`src/rtl/ex3_to_bcd_serial.sv`:
```
// rtl/ex3_to_bcd_serial.sv - bit-serial excess-3 to BCD decoder, LSB first
// Subtracts 0011 one bit at a time; the pending borrow is part of the FSM state.
module ex3_to_bcd_serial #(
  parameter int CNT_W = 8
) (
  input  logic             clk,
  input  logic             rst_n,
  input  logic             sclr,
  input  logic             in_valid,
  input  logic             in_bit,
  output logic             out_valid,
  output logic             out_bit,
  output logic             out_last,
  output logic [3:0]       bcd_digit,
  output logic             digit_done,
  output logic             code_err,
  output logic [CNT_W-1:0] digit_cnt
);

  localparam logic [2:0] B0   = 3'd0;
  localparam logic [2:0] B1_N = 3'd1;
  localparam logic [2:0] B1_B = 3'd2;
  localparam logic [2:0] B2_N = 3'd3;
  localparam logic [2:0] B2_B = 3'd4;
  localparam logic [2:0] B3_N = 3'd5;
  localparam logic [2:0] B3_B = 3'd6;

  logic [2:0]       state_q, state_d, state_nxt;
  logic [2:0]       res_q, res_d, res_upd;
  logic             out_valid_q, out_bit_q, out_last_q;
  logic             digit_done_q, code_err_q;
  logic [3:0]       bcd_q;
  logic [CNT_W-1:0] cnt_q;

  logic             accept;
  logic             borrow_in, borrow_out;
  logic             d;
  logic             is_last;
  logic [3:0]       digit;
  logic             err;

  assign accept    = in_valid & ~sclr;
  assign borrow_in = (state_q == B1_B) || (state_q == B2_B) || (state_q == B3_B);

  // Bits 0 and 1 subtract a 1 (d = ~e ^ b), bits 2 and 3 subtract a 0 (d = e ^ b).
  always_comb begin
    d          = 1'b0;
    borrow_out = 1'b0;
    state_nxt  = B0;
    res_upd    = res_q;
    is_last    = 1'b0;
    case (state_q)
      B0: begin
        d          = ~in_bit;
        borrow_out = ~in_bit;
        state_nxt  = in_bit ? B1_N : B1_B;
        res_upd[0] = d;
      end
      B1_N, B1_B: begin
        d          = ~in_bit ^ borrow_in;
        borrow_out = ~in_bit | borrow_in;
        state_nxt  = borrow_out ? B2_B : B2_N;
        res_upd[1] = d;
      end
      B2_N, B2_B: begin
        d          = in_bit ^ borrow_in;
        borrow_out = ~in_bit & borrow_in;
        state_nxt  = borrow_out ? B3_B : B3_N;
        res_upd[2] = d;
      end
      B3_N, B3_B: begin
        d          = in_bit ^ borrow_in;
        borrow_out = ~in_bit & borrow_in;
        state_nxt  = B0;
        is_last    = 1'b1;
      end
      default: begin
        state_nxt = B0;
      end
    endcase
  end

  always_comb begin
    state_d = state_q;
    res_d   = res_q;
    if (sclr) begin
      state_d = B0;
    end else if (in_valid) begin
      state_d = state_nxt;
      res_d   = res_upd;
    end
  end

  assign digit = {d, res_q};
  // Borrow out of bit 3 means input < 0011; a difference above 9 means input > 1100.
  assign err   = borrow_out | (digit > 4'd9);

  always_ff @(posedge clk or negedge rst_n) begin
    if (!rst_n) begin
      state_q      <= B0;
      res_q        <= 3'b000;
      out_valid_q  <= 1'b0;
      out_bit_q    <= 1'b0;
      out_last_q   <= 1'b0;
      digit_done_q <= 1'b0;
      code_err_q   <= 1'b0;
      bcd_q        <= 4'd0;
      cnt_q        <= '0;
    end else begin
      state_q      <= state_d;
      res_q        <= res_d;
      out_valid_q  <= accept;
      out_last_q   <= accept & is_last;
      digit_done_q <= accept & is_last;
      code_err_q   <= accept & is_last & err;
      if (accept) begin
        out_bit_q <= d;
      end
      if (accept && is_last) begin
        bcd_q <= digit;
      end
      if (sclr) begin
        cnt_q <= '0;
      end else if (accept && is_last) begin
        cnt_q <= cnt_q + CNT_W'(1);
      end
    end
  end

  assign out_valid  = out_valid_q;
  assign out_bit    = out_bit_q;
  assign out_last   = out_last_q;
  assign digit_done = digit_done_q;
  assign code_err   = code_err_q;
  assign bcd_digit  = bcd_q;
  assign digit_cnt  = cnt_q;

endmodule

```
`config.mk`:
```
export PLATFORM = sky130hd
export DESIGN_NAME = ex3_to_bcd_serial
export DESIGN_NICKNAME = d
export VERILOG_FILES = /design/src/rtl/ex3_to_bcd_serial.sv
export SDC_FILE = /design/constraint.sdc
export NUM_CORES = 1
export LEC_CHECK = 0
export ABC_AREA = 1
export CAP_MARGIN = 20
export CORE_UTILIZATION = 45
export CTS_CLUSTER_SIZE = 8
export DETAILED_ROUTE_END_ITERATION = 8
export PLACE_DENSITY = 0.76
export SYNTH_ARGS = -nofsm -noshare
export SYNTH_HDL_FRONTEND = slang
export SYNTH_SLANG_ARGS = --single-unit
```
`constraint.sdc`:
```
create_clock -name clk -period 4.7 [get_ports clk]
set_clock_uncertainty 0.15 [all_clocks]
set_input_delay 0.47 -clock clk [delete_from_list [all_inputs] [get_ports clk]]
set_output_delay 0.47 -clock clk [all_outputs]
set_load 0.03 [all_outputs]
```
; Word-level counts from Yosys, hierarchy flattened
; Cells that the tools add are included.
[word_totals]
output_inout_bits = 17
elab_cells = 52
inputBits = 5
ram_bits = 0
latch_bits = 0
romBits = 0
regBits = 22
n_memories = 0
[op_classes]
n_bitwise = 10
n_addsub = 1
reduce_logical = 13
magnitude_cmp = 1
div = 0
n_mux = 11
shifts = 0
eq_ne = 6
n_mul = 0
[ops]
columns = operator, n
row1 = two-way mux 8 bit, 2
row2 = "== test 3 bit, second input constant", 3
row3 = two-way mux 3 bit, 3
row4 = case mux 3 bit (3 select lines), 1
row5 = AND reduction 3 bit, 3
row6 = "adder 8 x 1 -> 8 bit, second input constant", 1
row7 = "== test 3 x 2 -> 1 bit, second input constant", 2
row8 = case mux 1 bit (3 select lines), 2
row9 = OR reduction 2 bit, 3
row10 = AND 1 bit, 4
row11 = "> comparator 4 bit, second input constant", 1
row12 = two-way mux 2 bit, 2
row13 = nonzero test 2 bit, 2
row14 = OR reduction 4 bit, 1
row15 = "== test 3 x 1 -> 1 bit, second input constant", 1
row16 = logical NOT 3 bit, 1
row17 = logical OR 1 bit, 2
row18 = inverter 1 bit, 2
row19 = OR 1 bit, 2
row20 = XOR 1 bit, 2
row21 = logical AND 1 bit, 1
row22 = two-way mux 1 bit, 1

; Logic depth before layout (Yosys ltp)
; Gate-level depths: netlist (run 1).
[depth]
ltp_word = 8
depth_mapped = 9
mapped_depth_nobuf = 9

; Worst setup path after synthesis (run 1)
; No wires, ideal clock.
[synth_timing]
path_type = register -> register
start = register state_q[1]
end = register code_err_q, in the netlist code_err
n_path_buf = 0
setup_ps = 77
stages_incl_launch_ff = 9
path_slack_ps = 3157
arrival_ps = 1316
cell_sequence = dfrtp_1 -> inv_1 -> a21oi_1 -> ha_1 -> inv_1 -> nand3_1 -> nand3_1 -> nand2_1 -> a21oi_1
[synth_between]
elab_chain_len = 8
[synth_lines]
columns = element, line_no
row1 = "start, declared", 28  ; logic [2:0] state_q, state_d, state_nxt;
row2 = "start signal, assigned", 110  ; state_q <= state_d;
row3 = == test 3 x 2 -> 1 bit / == test 3 bit (equally long branches), "43, 52"
row4 = logical OR 1 bit (2 in series), 43  ; assign borrow_in = (state_q == B1_B) || (state_q == B2_B) || (state_q == B3_B);
row5 = XOR 1 bit (on tied branches), "66, 72, 60"
row6 = case mux 1 bit (3 select lines), 52  ; case (state_q)
row7 = > comparator 4 bit, 96  ; assign err = borrow_out | (digit > 4'd9);
row8 = OR 1 bit, 96
row9 = AND 1 bit *, 115  ; code_err_q <= accept & is_last & err;
row10 = "end signal, assigned", 115
row11 = "end, declared", 31  ; logic digit_done_q, code_err_q;
; Mark *: on every way between the ends. The rest lies on a longest branch, timed or not.
; A chain may end at the register's enable or synchronous reset.

; Worst setup path in the final report (run 1)
[layout_timing]
start = register cnt_q[2], in the netlist digit_cnt[2]
end = output digit_cnt[2]
[layout_rtl]
columns = element, line_no
row1 = "start, declared", 33  ; logic [CNT_W-1:0] cnt_q;
row2 = "start signal, assigned", 125  ; cnt_q <= cnt_q + CNT_W'(1);
row3 = "end, declared", 17  ; output logic [CNT_W-1:0] digit_cnt
; No word-level cell between the ends.

==> key figures, run 1 <==
Layout
  • Layout cells sized above 1: 10.5%
  • Antenna Cells: 0
  • Most frequent cells in the layout: 50 x nand2_1, 22 x dfrtp_1, 21 x clkdlybuf4s50_1
  • Most common cell after layout, fill and taps aside: nand2_1
  • Final #Nets: 180
  • Core Util, Final: 62.1%
  • Fillers: 227
  • Area growth syn-to-layout: 25.0%

CTS
  • Clock sink total: 22
  • Hold_buf cts: 0
  • TritonCTS clock tree: built
  • # resized after CTS: 0
  • CTS max path bufs: 2
  • Clk Latency, worst-skew pair: 0.30 ns
  • CTS Root Cell: clkbuf_4
  • TritonCTS buffer count: 3
  • Htree depth: 1
  • Total setup buffers inserted after CTS: 0
  • Clock slew at reported path FFs: 0.12 ns

Detailed routing
  • DRT antenna net count: 0
  • DRT Wirelength: 2.31 mm
  • Iter 0 DRT Violations: 19
  • Initial DRT Pass Iterations: 5
  • DRC Markers: 0
  • Drt wl/cell: 11.6 µm
  • Total number of vias: 1039
  • Via-per-instance ratio: 5.22

Pwr
  • Combinational Power Share: 30.1%
  • Worst VDD drop: 0.229 mV
  • Psw: 0.000167 W
  • P_int: 0.000321 W
  • Flop pwr share: 48.8%
  • Clock power frac: 21.1%
  • Net Sw Frac: 34.2%
  • Leakage: 0.731 nW
  • Pwr Density: 339 nW/µm²

Floorplan
  • Die area: 2760 µm²
  • Core Box Area: 2320 µm²
  • IO Pins: 22
  • Die Span Y: 52.6 µm
  • Die width: 52.6 µm
  • Initial Utilization: 49.6%
  • Row cnt: 17

Synth
  • FF+latch count, synth: 22
  • Synthesis Warnings: 0
  • Avg Synthesized Cell Area: 7.83 µm²
  • Largest area contributor in the netlist: dfrtp_1
  • Mapped Area: 1150 µm²
  • Synthesized Nets: 155
  • Netlist cell types: 21
  • Share of the synthesized area in the top cell type: 47.8%
  • Post-synthesis sequential area ratio: 47.8%
  • Mapped Cells: 147
  • Top area cells in the synthesized netlist: dfrtp_1 48%, nand2_1 16%, nand3_1 5.7%, inv_1 4.6%, o21ai_0 3.5%

Timing
  • Final period utilization: 44.1%
  • Final Hold Fails: 0
  • RSZ-0062 raised after global routing: no
  • Final Max Slew Viols: 0
  • Finish-stage setup viols: 0
  • Worst Tran Pin Value: 0.308 ns
  • WHS: 0.346 ns
  • Slew HR: 79.4%
  • Post-route minimum period: 2.07 ns
  • Peak Freq: 483 MHz
  • TNS Setup: 0 ns

Place
  • RD Place Congestion: 0.847
  • HPWL Detailed: 1.78 mm
  • Port bufs: 21

Critical path
  • Cell Chain, Critical Path: clkdlybuf4s50_1
  • CP top delay family: buffers and inverters
  • Slowest CP cell: clkdlybuf4s50_1
  • CP arrival: 1.45 ns
  • Slowest stage delay, CP: 0.70 ns
  • Crit end category: output port
  • CP Max Fanout: 5
  • CP required: 4.08 ns
  • Worst Setup Start Kind: register
  • Critical path buffers and inverters: 1
  • CP Class: register to output port

GRT
  • Pin count of the biggest net entering global routing: 23
  • Wire length of the first global-routing pass: 3.95 mm
  • All-Layer GR Usage: 19.3%
  • Initial antenna violation count: 0
  • Gr ovfl total: 0
  • Vias in the first global route: 934

Job
  • MaxCap Viol Count: 0

Hold path
  • Hold Crit Class: register to register

Outcome
  • Status: finished clean
cell usage after synthesis (all sizes together):
| master | n |
|---|---|
| a21oi | 6 |
| nor3b | 1 |
| nand3 | 13 |
| nand4 | 2 |
| buf | 2 |
| o21ai | 10 |
| nand2 | 54 |
| o22ai | 1 |
| xnor2 | 1 |
| inv | 18 |
| nor2 | 13 |
| ha | 3 |
| dfrtp | 22 |
| nor3 | 1 |
logic make-up after synthesis:
kind of cell / Yosys count / share of synthesized area, %
compound gates: 17 / 7.50
xor+xnor: 1 / 0.761
fa+ha+maj: 3 / 3.26
buf+inv: 20 / 7.50
flops: 22 / 47.8
simple gates: 84 / 33.2
path summary, 6_finish.rpt:
kind,start,to,slack (ns),cells past startpoint
max in group asynchronous,rst_n,digit_cnt[5]$_DFFE_PN0P_,3.90,2
worst max-delay path,digit_cnt[2]$_DFFE_PN0P_,digit_cnt[2],2.63,1
worst min register to register,res_q[0]$_DFFE_PN0P_,bcd_digit[0]$_DFFE_PN0P_,0.35,2
worst min-delay path,res_q[0]$_DFFE_PN0P_,bcd_digit[0]$_DFFE_PN0P_,0.35,2
worst max register to register,state_q[2]$_DFFE_PN0P_,code_err$_DFF_PN0_,2.95,8
min in group asynchronous,rst_n,digit_cnt[1]$_DFFE_PN0P_,0.37,2
layer usage:
| metal | vias to the layer above | track usage, % | routed length, µm |
|---|---|---|---|
| li1 | 511 | - | - |
| met5 | - | 0 | 0 |
| met1 | 497 | 23.1 | 1040 |
| met2 | 29 | 35.7 | 1180 |
| met4 | 0 | 5.26 | 13 |
| met3 | 2 | 2.61 | 82 |
per-stage QoR:
stage               setup slack (ns)  instance area, µm²  total power (W)  instances
floorplan                       3.16                1150         0.000332        147
global placement                2.59                1380         0.000383        194
detailed placement              2.59                1380         0.000387        194
CTS                             2.63                1410         0.000489        198
global route                    2.55                1440         0.000519        199
finish                          2.63                1440         0.000488        199
worst reg2reg max path, delay by kind of cell (launching register included):
family | cells | cell delay [ns]
flops | 1 | 0.43
compound gates | 2 | 0.33
fa+ha+maj | 1 | 0.29
simple gates | 3 | 0.28
buf+inv | 2 | 0.21
cell type report:
class                           count  area, µm²  area share [%]
Clock buffer                        4       36.3            2.52
Tap cell                           28       35.0            2.43
Sequential cell                    22        551            38.3
Multi-Input combinational cell    105        514            35.7
Timing Repair Buffer               22        235            16.3
Inverter                           18       67.6            4.70
registers in the layout (all words and copies together) (netlist names):
name and count:
bcd_digit 4, code_err 1, digit_cnt 8, digit_done 1, out_bit 1, out_valid 1
res_q 3, state_q 3
power groups by stage:
stage | registers [W] | clock network [W] | logic [W]
final | 0.000238 | 0.000103 | 0.000147
after global routing | 0.000241 | 0.000115 | 0.000163
after CTS | 0.000238 | 0.000105 | 0.000146
after detailed placement | 0.000242 | 0 | 0.000146
after global placement | 0.000241 | 0 | 0.000142
after floorplan | 0.000266 | 0 | 0.0000668
Power figures use the tool's default switching activity.
==> inputs of run 2 (changes only) <==
--- a/config.mk
+++ b/config.mk
@@ -10,7 +10,7 @@
 export CORE_UTILIZATION = 45
 export CTS_CLUSTER_SIZE = 8
 export DETAILED_ROUTE_END_ITERATION = 8
-export PLACE_DENSITY = 0.76
+export PLACE_DENSITY = 0.78
 export SYNTH_ARGS = -nofsm -noshare
 export SYNTH_HDL_FRONTEND = slang
 export SYNTH_SLANG_ARGS = --single-unit
==> constraint.sdc (replaced) <==
create_clock -name clk -period 1.85 [get_ports clk]
set_clock_uncertainty 0.15 [all_clocks]
set_input_delay 0.185 -clock clk [delete_from_list [all_inputs] [get_ports clk]]
set_output_delay 0.185 -clock clk [all_outputs]
set_load 0.03 [all_outputs]
==> key figures, run 2 (synthesized netlist as in run 1, its figures left out) <==
GRT
  • All-Layer GR Usage: 20.3% (was 19.3%)
  • Wire length of the first global-routing pass: 4.11 mm (was 3.95 mm)
  • Vias in the first global route: 1022 (was 934)
  • Initial antenna violation count: 0 (unchanged)
  • Gr ovfl total: 0 (unchanged)
  • Pin count of the biggest net entering global routing: 23 (unchanged)

CTS
  • Clk Latency, worst-skew pair: 0.30 ns (about the same)
  • Clock slew at reported path FFs: 0.12 ns (about the same)
  • CTS max path bufs: 2 (unchanged)
  • TritonCTS buffer count: 3 (unchanged)
  • TritonCTS clock tree: built (unchanged)
  • Htree depth: 1 (unchanged)
  • Hold_buf cts: 0 (unchanged)
  • Clock sink total: 22 (unchanged)
  • CTS Root Cell: clkbuf_4 (unchanged)

Detailed routing
  • Total number of vias: 1024 (was 1039)
  • Drt wl/cell: 12.0 µm (was 11.6 µm)
  • Via-per-instance ratio: 5.09 (was 5.22)
  • DRT Wirelength: 2.41 mm (was 2.31 mm)
  • DRC Markers: 0 (unchanged)
  • Initial DRT Pass Iterations: 4 (was 5)
  • Iter 0 DRT Violations: 29 (was 19)
  • DRT antenna net count: 0 (unchanged)

Timing
  • Worst Tran Pin Value: 0.314 ns (was 0.308 ns)
  • Post-route minimum period: 1.76 ns
  • Slew HR: 79.0% (was 79.4%)
  • TNS Setup: 0 ns (unchanged)
  • Final period utilization: 95.0%
  • Final Hold Fails: 0 (unchanged)
  • Peak Freq: 569 MHz
  • Finish-stage setup viols: 0 (unchanged)
  • RSZ-0062 raised after global routing: no (unchanged)
  • Final Max Slew Viols: 0 (unchanged)

Layout
  • Core Util, Final: 62.9% (was 62.1%)
  • Post-route cell area: 1460 µm² (was 1440 µm²)
  • Final #Nets: 182 (was 180)
  • Antenna Cells: 0 (unchanged)
  • Layout cells sized above 1: 12.1% (was 10.5%)
  • Most common cell after layout, fill and taps aside: nand2_1 (unchanged)
  • Area growth syn-to-layout: 26.7% (was 25.0%)
  • Largest register FFs: 8 (unchanged)
  • Most frequent cells in the layout: 50 x nand2_1, 22 x dfrtp_1, 20 x clkdlybuf4s50_1 (was 50 x nand2_1, 22 x dfrtp_1, 21 x clkdlybuf4s50_1)

Floorplan
  • Core Box Area: 2320 µm² (unchanged)
  • Row cnt: 17 (unchanged)
  • Die Span Y: 52.6 µm (unchanged)
  • Die width: 52.6 µm (unchanged)
  • Die area: 2760 µm² (unchanged)
  • Initial Utilization: 49.6% (unchanged)
  • IO Pins: 22 (unchanged)

Place
  • Placement Cell Area: 1400 µm² (was 1380 µm²)
  • RD Place Congestion: 0.825 (was 0.847)
  • HPWL Detailed: 1.82 mm (was 1.78 mm)
  • Port bufs: 21 (unchanged)

Job
  • MaxCap Viol Count: 0 (unchanged)

Critical path
  • Critical path buffers and inverters: 1 (unchanged)
  • Critical R2R Launch: state_q[2]$_DFFE_PN0P_ (unchanged)
  • CP Max Fanout: 5 (unchanged)
  • Reg-to-reg endpoint: code_err$_DFF_PN0_ (unchanged)
  • FF-to-FF path depth: 8 (unchanged)
  • Cell Chain, Critical Path: clkdlybuf4s50_1 (unchanged)
  • Worst Setup Start Kind: register (unchanged)
  • Slowest CP cell: clkdlybuf4s50_1 (unchanged)
  • Slowest stage delay, CP: 0.69 ns (was 0.70 ns)
  • Crit end category: output port (unchanged)
  • CP top delay family: buffers and inverters (unchanged)
  • CP required: 1.51 ns (was 4.08 ns)
  • CP arrival: 1.42 ns (was 1.45 ns)
  • Worst R2R Setup Slack: 0.13 ns (was 2.95 ns)
  • CP Class: register to output port (unchanged)

Pwr
  • Pwr Density: 917 nW/µm² (was 339 nW/µm²)
  • Pwr Total: 0.00134 W (was 0.000488 W)
  • Worst VDD drop: 0.564 mV (was 0.229 mV)
  • Leakage: 0.759 nW (was 0.731 nW)

Hold path
  • Hold Crit Class: input pin to asynchronous set/reset pin (was register to register)

Outcome
  • Status: finished clean (unchanged)
run 2: layer usage:
metal / GRT usage (%) / part of all wire (%) / vias up
met4: 7.89 / 0 / 0
li1: - / - / 521
met2: 37.1 / 52 / 25
met1: 23.3 / 44 / 478
met5: 0 / 0 / -
met3: 2.90 / 3.8 / 0
run 2: stage by stage:
step	std cells	hold slack, ns	setup slack [ns]
finish	201	0.0845	0.0920
global route	201	0.0978	0.00548
CTS	201	0.0959	0.0525
detailed placement	197	0.321	0.0137
global placement	197	0.316	0.115
floorplan	147	-0.261	0.307
run 2: area by class of cell:
class	count	area [µm²]
inverter	18	67.6
fill	216	860
timing repair buffer	24	235
clock inverter	1	30.0
multi-input combinational	105	518
sequential	22	551
tap	28	35.0
clock buffer	3	22.5
run 2: timing repair:
action / CTS / global route
setup buffers: 0 / 0
gates resized for setup: 0 / 2
hold endpoints to repair: 0 / 0
endpoints found under the setup margin: 0 / 2
run 2: where the power goes:
part	internal [W]	total (W)	switching, W	leakage (nW)
sequential	0.000549	0.000598	0.0000495	0.298
combinational	0.000147	0.000378	0.000231	0.433
clock	0.000219	0.000361	0.000142	0.0279
run 2: worst max path at each step:
stage | start | end | slack [ns] | cells past startpoint
2_1_floorplan | state_q[1]$_DFFE_PN0P_ | code_err$_DFF_PN0_ | 0.31 | 8
3_5_place_dp | in_bit | code_err$_DFF_PN0_ | 0.01 | 8
5_1_grt | state_q[2]$_DFFE_PN0P_ | code_err$_DFF_PN0_ | 0.005 | 8
4_1_cts | digit_cnt[2]$_DFFE_PN0P_ | digit_cnt[2] | 0.05 | 1
3_3_place_gp | in_bit | code_err$_DFF_PN0_ | 0.12 | 8
6_report | digit_cnt[0]$_DFFE_PN0P_ | digit_cnt[0] | 0.09 | 1
run 2: worst reg2reg max path, delay by kind of cell, from the launching register on:
kind	cells	cell delay, ns
flip-flops	1	0.44
AO/OA/AOI/OAI	2	0.22
adder cells (fa/ha/maj)	1	0.31
buffers and inverters	2	0.26
AND/OR/NAND/NOR	3	0.28
